===== config.mk =====
export PLATFORM = sky130hd
export DESIGN_NAME = id_stage
export DESIGN_NICKNAME = d
export VERILOG_FILES = /design/src/rtl/id_stage.sv
export SDC_FILE = /design/constraint.sdc
export NUM_CORES = 2
export LEC_CHECK = 0
export ABC_AREA = 1
export CAP_MARGIN = 20
export CORE_UTILIZATION = 41
export CTS_BUF_LIST = sky130_fd_sc_hd__clkbuf_4
export DETAILED_ROUTE_END_ITERATION = 7
export GPL_ROUTABILITY_DRIVEN = 0
export GPL_TIMING_DRIVEN = 0
export PLACE_DENSITY_LB_ADDON = 0.15
export SLEW_MARGIN = 20
export SYNTH_ARGS = -nofsm -noshare
export SYNTH_HDL_FRONTEND = slang
export SYNTH_SLANG_ARGS = --single-unit
export TNS_END_PERCENT = 50

===== constraint.sdc =====
create_clock -name clk -period 4.8 [get_ports clk]
set_input_delay 0.96 -clock clk [delete_from_list [all_inputs] [get_ports clk]]
set_output_delay 0.96 -clock clk [all_outputs]
set_load 0.02 [all_outputs]

===== src/rtl/id_stage.sv =====
// id_stage: RV32I decode stage with register file, load-use stall, flush squash and ID/EX register.
// Define ID_WB_BYPASS_EN to forward a same-cycle writeback to the register-file reads.
module id_stage (
  input  logic        clk,
  input  logic        rst_n,
  input  logic        flush,
  input  logic [31:0] instr,
  input  logic [31:0] if_pc,
  input  logic [31:0] if_pcplus4,
  input  logic        wb_we,
  input  logic [4:0]  wb_rd,
  input  logic [31:0] wb_data,
  input  logic        ex_memread,
  input  logic [4:0]  ex_rd,
  output logic        stall_out,
  output logic        id_valid,
  output logic [31:0] id_pc,
  output logic [31:0] id_pcplus4,
  output logic [31:0] id_instr,
  output logic [4:0]  id_rs1,
  output logic [4:0]  id_rs2,
  output logic [4:0]  id_rd,
  output logic [31:0] id_rs1_data,
  output logic [31:0] id_rs2_data,
  output logic [31:0] id_imm,
  output logic        id_regwrite,
  output logic        id_memread,
  output logic        id_memwrite,
  output logic        id_branch,
  output logic        id_jump,
  output logic        id_alusrc,
  output logic        id_illegal
);
  localparam logic [6:0] OP_LUI = 7'b0110111, OP_AUIPC = 7'b0010111, OP_JAL = 7'b1101111,
                         OP_JALR = 7'b1100111, OP_BRANCH = 7'b1100011, OP_LOAD = 7'b0000011,
                         OP_STORE = 7'b0100011, OP_IMM = 7'b0010011, OP_REG = 7'b0110011,
                         OP_FENCE = 7'b0001111, OP_SYSTEM = 7'b1110011;
  localparam logic [31:0] NOP = 32'h00000013;
  logic [31:0] r_pc_q, r_pcplus4_q;
  logic        r_squash_q;
  logic [31:0] r_rf [32];
  logic [31:0] w_imm_i, w_imm_s, w_imm_b, w_imm_u, w_imm_j, w_imm;
  logic        w_regwrite, w_memread, w_memwrite, w_branch, w_jump, w_alusrc, w_illegal;
  logic        w_use_rs1, w_use_rs2, w_has_rd, w_bubble;
  logic [4:0]  w_rs1, w_rs2, w_rd;
  logic [31:0] w_rf1, w_rf2, w_rs1_data, w_rs2_data;
  assign w_imm_i = {{20{instr[31]}}, instr[31:20]};
  assign w_imm_s = {{20{instr[31]}}, instr[31:25], instr[11:7]};
  assign w_imm_b = {{19{instr[31]}}, instr[31], instr[7], instr[30:25], instr[11:8], 1'b0};
  assign w_imm_u = {instr[31:12], 12'b0};
  assign w_imm_j = {{11{instr[31]}}, instr[31], instr[19:12], instr[20], instr[30:21], 1'b0};
  always_comb begin
    w_imm      = '0;
    w_regwrite = 1'b0;
    w_memread  = 1'b0;
    w_memwrite = 1'b0;
    w_branch   = 1'b0;
    w_jump     = 1'b0;
    w_alusrc   = 1'b0;
    w_illegal  = 1'b0;
    w_use_rs1  = 1'b0;
    w_use_rs2  = 1'b0;
    w_has_rd   = 1'b0;
    case (instr[6:0])
      OP_LUI, OP_AUIPC: begin w_imm = w_imm_u; w_regwrite = 1'b1; w_alusrc = 1'b1; w_has_rd = 1'b1; end
      OP_JAL:    begin w_imm = w_imm_j; w_regwrite = 1'b1; w_jump = 1'b1; w_has_rd = 1'b1; end
      OP_JALR:   begin w_imm = w_imm_i; w_regwrite = 1'b1; w_jump = 1'b1; w_alusrc = 1'b1; w_has_rd = 1'b1; w_use_rs1 = 1'b1; end
      OP_BRANCH: begin w_imm = w_imm_b; w_branch = 1'b1; w_use_rs1 = 1'b1; w_use_rs2 = 1'b1; end
      OP_LOAD:   begin w_imm = w_imm_i; w_regwrite = 1'b1; w_memread = 1'b1; w_alusrc = 1'b1; w_has_rd = 1'b1; w_use_rs1 = 1'b1; end
      OP_STORE:  begin w_imm = w_imm_s; w_memwrite = 1'b1; w_alusrc = 1'b1; w_use_rs1 = 1'b1; w_use_rs2 = 1'b1; end
      OP_IMM:    begin w_imm = w_imm_i; w_regwrite = 1'b1; w_alusrc = 1'b1; w_has_rd = 1'b1; w_use_rs1 = 1'b1; end
      OP_REG:    begin w_regwrite = 1'b1; w_has_rd = 1'b1; w_use_rs1 = 1'b1; w_use_rs2 = 1'b1; end
      OP_FENCE, OP_SYSTEM: w_imm = w_imm_i;
      default:   w_illegal = 1'b1;
    endcase
  end
  // Unused register fields read as x0 so they can never match a load destination.
  assign w_rs1 = w_use_rs1 ? instr[19:15] : 5'd0;
  assign w_rs2 = w_use_rs2 ? instr[24:20] : 5'd0;
  assign w_rd  = w_has_rd ? instr[11:7] : 5'd0;
  assign stall_out = !flush && !r_squash_q && ex_memread && ex_rd != 5'd0 &&
                     (w_rs1 == ex_rd || w_rs2 == ex_rd);
  assign w_bubble = flush || r_squash_q || stall_out;
  assign w_rf1 = (w_rs1 == 5'd0) ? 32'd0 : r_rf[w_rs1];
  assign w_rf2 = (w_rs2 == 5'd0) ? 32'd0 : r_rf[w_rs2];
`ifdef ID_WB_BYPASS_EN
  assign w_rs1_data = (wb_we && wb_rd != 5'd0 && wb_rd == w_rs1) ? wb_data : w_rf1;
  assign w_rs2_data = (wb_we && wb_rd != 5'd0 && wb_rd == w_rs2) ? wb_data : w_rf2;
`else
  assign w_rs1_data = w_rf1;
  assign w_rs2_data = w_rf2;
`endif
  always_ff @(posedge clk)
    if (wb_we && wb_rd != 5'd0) r_rf[wb_rd] <= wb_data;
  // Reset leaves squash set so the first BRAM word after reset is discarded.
  always_ff @(posedge clk) begin
    if (!rst_n) begin
      r_pc_q      <= '0;
      r_pcplus4_q <= '0;
      r_squash_q  <= 1'b1;
    end else begin
      r_squash_q <= flush;
      if (!stall_out) begin
        r_pc_q      <= if_pc;
        r_pcplus4_q <= if_pcplus4;
      end
    end
  end
  always_ff @(posedge clk) begin
    if (!rst_n || w_bubble) begin
      id_valid    <= 1'b0;
      id_pc       <= '0;
      id_pcplus4  <= '0;
      id_instr    <= NOP;
      id_rs1      <= '0;
      id_rs2      <= '0;
      id_rd       <= '0;
      id_rs1_data <= '0;
      id_rs2_data <= '0;
      id_imm      <= '0;
      id_regwrite <= 1'b0;
      id_memread  <= 1'b0;
      id_memwrite <= 1'b0;
      id_branch   <= 1'b0;
      id_jump     <= 1'b0;
      id_alusrc   <= 1'b0;
      id_illegal  <= 1'b0;
    end else begin
      id_valid    <= 1'b1;
      id_pc       <= r_pc_q;
      id_pcplus4  <= r_pcplus4_q;
      id_instr    <= instr;
      id_rs1      <= w_rs1;
      id_rs2      <= w_rs2;
      id_rd       <= w_rd;
      id_rs1_data <= w_rs1_data;
      id_rs2_data <= w_rs2_data;
      id_imm      <= w_imm;
      id_regwrite <= w_regwrite;
      id_memread  <= w_memread;
      id_memwrite <= w_memwrite;
      id_branch   <= w_branch;
      id_jump     <= w_jump;
      id_alusrc   <= w_alusrc;
      id_illegal  <= w_illegal;
    end
  end
endmodule


==> out/qor.yml <==
run_status:
  status: "finished with violations"
  failed_checks: "DRC"
clock_network:
  clk_latency_ps: 1440
  root_buffer: "clkbuf_4"
  tritoncts: "yes"
  clkTransAtPathRegs_ps: 60
  htreeDepth: 5
  cts_made_buffers: 370
  clock_sinks: 1304
  clockBufferDepth: 4
placed_design:
  dpl_worst_slack_ps: -796
  dp_hpwl_mm: 210
  placement.io_buffers: 356
setup_path:
  path_class: "primary input to output port"
  r2r_start: "r_squash_q"
  rr_endpoint: "id_rs2_data[7]"
  cp_data_arrival_time_ps: 3730
  crit_path_end: "stall_out"
  required_ps: 3840
  cp_top_family: "buffers and inverters"
  cp_slowest_stage_delay_ps: 610
  start_kind: "primary input"
  crit_buf_inv: 6
  critical_path.slowest_cell: "clkdlybuf4s50_1"
  reg2regPathDepth: 6
  r2r_slack_ps: 1960
  worst-path-stages: 14
  critPathMaxFanout: 11
  cp-startpoint: "instr[5]"
  end_kind: "output port"
  crit_chain: "clkdlybuf4s50_1 -> inv_1 -> nor2_2 -> o21ai_4 -> inv_4 -> nand2_2 -> inv_2 -> nand2_1 -> a21oi_1 -> nand3_1 -> nand2_1 -> nand2_4 -> inv_4 -> clkdlybuf4s15_2"
drt:
  drt-wirelength-per-cell_um: 28.0
  drtPass1Iterations: 8
  drt_iter0_drc: 9513
  wl_mm: 289
  num_vias: 59700
  via_per_inst: 5.77
  drtAntennaViolNets: 0
  drc: 4
logic_synthesis:
  synth_area_um2: 61900
  ys_seq_elements: 1304
  ys.flop_type: "edfxtp_1"
  synth_edf_count: 1024
  yosys_warnings: 0
  seq_area_frac_synth: 0.587
  synth.avg_cell_area_um2: 8.64
  synthCells: 7166
  async_flop_share: 0
  netlist-cell-type-count: 34
hold_path:
  min_path_type: "primary input to flop"
  hp-start: "wb_data[16]"
  holdPathStages: 1
layout:
  drive_gt1_frac: 0.125
  final_cell_mix: "nand2_1, edfxtp_1, nand3_1"
  nets: 8171
  layout-area-overhead-vs-synth_pct: 20.8
  fillerInstances: 14400
  final_common_cell: "nand2_1"
timing:
  finalHoldViolCount: 0
  setup_slack_ps: 105
  rsz0062_at_grt: "no"
  skew_ps: 110
  maxSlewViolCount: 0
  relSlewSlack: 0.122
  fmax_mhz: 213
  post-route-min-period_ps: 4690
  tightestPinTransition_ps: 1320
  final.period_utilization: 0.978
  finalSetupViolCount: 0
global_route:
  grt_max_degree: 33
  antenna_found_initial: 24
  grt_pass1_wl_mm: 399
  grt_overflow_total: 0
  track_usage: 0.371
  grt_pass1_vias: 55400
power_and_ir_drop:
  power_leakage_nw: 30.7
  swShare: 0.261
  power.clock.fraction: 0.422
  power_density_nw_per_um2: 328
  p_switching_mw: 6.39
  p_seq_frac: 0.506
  power_frac_comb: 0.072
  internal_power_mw: 18.1
  ir_worst_vdd_mv: 0.232
  p_total_mw: 24.5
die:
  rows: 142
  initial_utilization: 0.413
  core_um2: 150000
  die_w_um: 391
  ioPinCount: 359
  fp.dieH_um: 391
  die-area_um2: 153000
job:
  drv_cap: 0
-- cell type report --
class                   instances  area, um2  share of cell area
diodes                         24       60.1            0.000803
plain buffers                 493       2140              0.0286
clock buffers                 527       3960              0.0529
clock inverters               115        586             0.00783
inverters                     620       2330              0.0312
multi-input cells            4779      21600               0.288
flip-flops and latches       1304      36400               0.486
well taps                    2016       2520              0.0337
repair buffers                460       5310              0.0710
-- routing by layer --
metal	GRT usage	wire length [um]
met3	0.147	45500
met4	0.256	22500
met2	0.528	118000
met1	0.458	103000
met5	0	104
-- state kept, by name, summed over array words and instances, names as in the netlist, 32 cells and up --
signal	cells
id_rs2_data	32
id_pc	32
id_pcplus4	32
r_rf	1024
id_imm	32
id_rs1_data	32
r_pc_q	32
id_instr	32
r_pcplus4_q	32
-- worst min-delay path by stage --
stage / to / slack, ps
6_report: r_rf[14][16] / 80
5_1_grt: r_rf[14][16] / 50
4_1_cts: r_rf[14][16] / 30
3_5_place_dp: id_pc[28] / 420
3_3_place_gp: id_pcplus4[8] / 420
2_1_floorplan: id_pc[0] / 420
-- metrics by stage --
step	std cells	utilization	TNS, ps	area (um2)	hold slack [ps]
after floorplan	7197	-	0	62100	416
after global placement	9569	0.454	-650790	68200	419
after detailed placement	9643	0.466	-19030	69900	424
after CTS	10300	0.498	0	74700	26.8
after global routing	10300	0.499	0	74800	48.3
final	10300	0.499	0	74800	75.3
-- power groups by stage --
stage                     registers (mW)  logic, mW  clock network [mW]
after global placement              12.7       1.57                   0
after detailed placement            12.6       1.66                   0
after global routing                12.4       1.83                11.0
after CTS                           12.4       1.68                10.3
after floorplan                     12.6      0.710                   0
final                               12.4       1.77                10.3
-- cell usage after synthesis (8+ instances only) --
master     number  area share
or2_2         108       0.011
nand2_1      2006        0.12
buf_1          41      0.0025
nand3_1       831       0.067
o211ai_1      118       0.014
inv_1         613       0.037
buf_4          12      0.0015
o221ai_1       64      0.0090
o21ai_1        71      0.0057
buf_2         181       0.015
a21oi_1       253       0.020
nand4_1         8     0.00081
clkbuf_1      260       0.016
dfxtp_1       280       0.090
edfxtp_1     1024        0.50
nor2_1        806       0.049
o2111ai_1      18      0.0025
o21ai_0       392       0.032
nand3b_1       28      0.0034
nor3_1         21      0.0017
-- what timing repair did --
item,in CTS,in global routing
cloned,0,0
endpoints found under the setup margin,1,1
buffers inserted,1,0
pin swaps,1,1
gates resized for setup,16,4
hold buffers,27,0
endpoints found under the hold margin,133,0
-- cell families after synthesis --
family          Yosys count  share of synthesized area
simple gates           3821                      0.256
other cells               1                  0.0000605
compound gates          923                     0.0848
buf+inv                1114                     0.0719
xor+xnor                  3                   0.000424
flops                  1304                      0.587
Power figures use the tool's default switching activity.
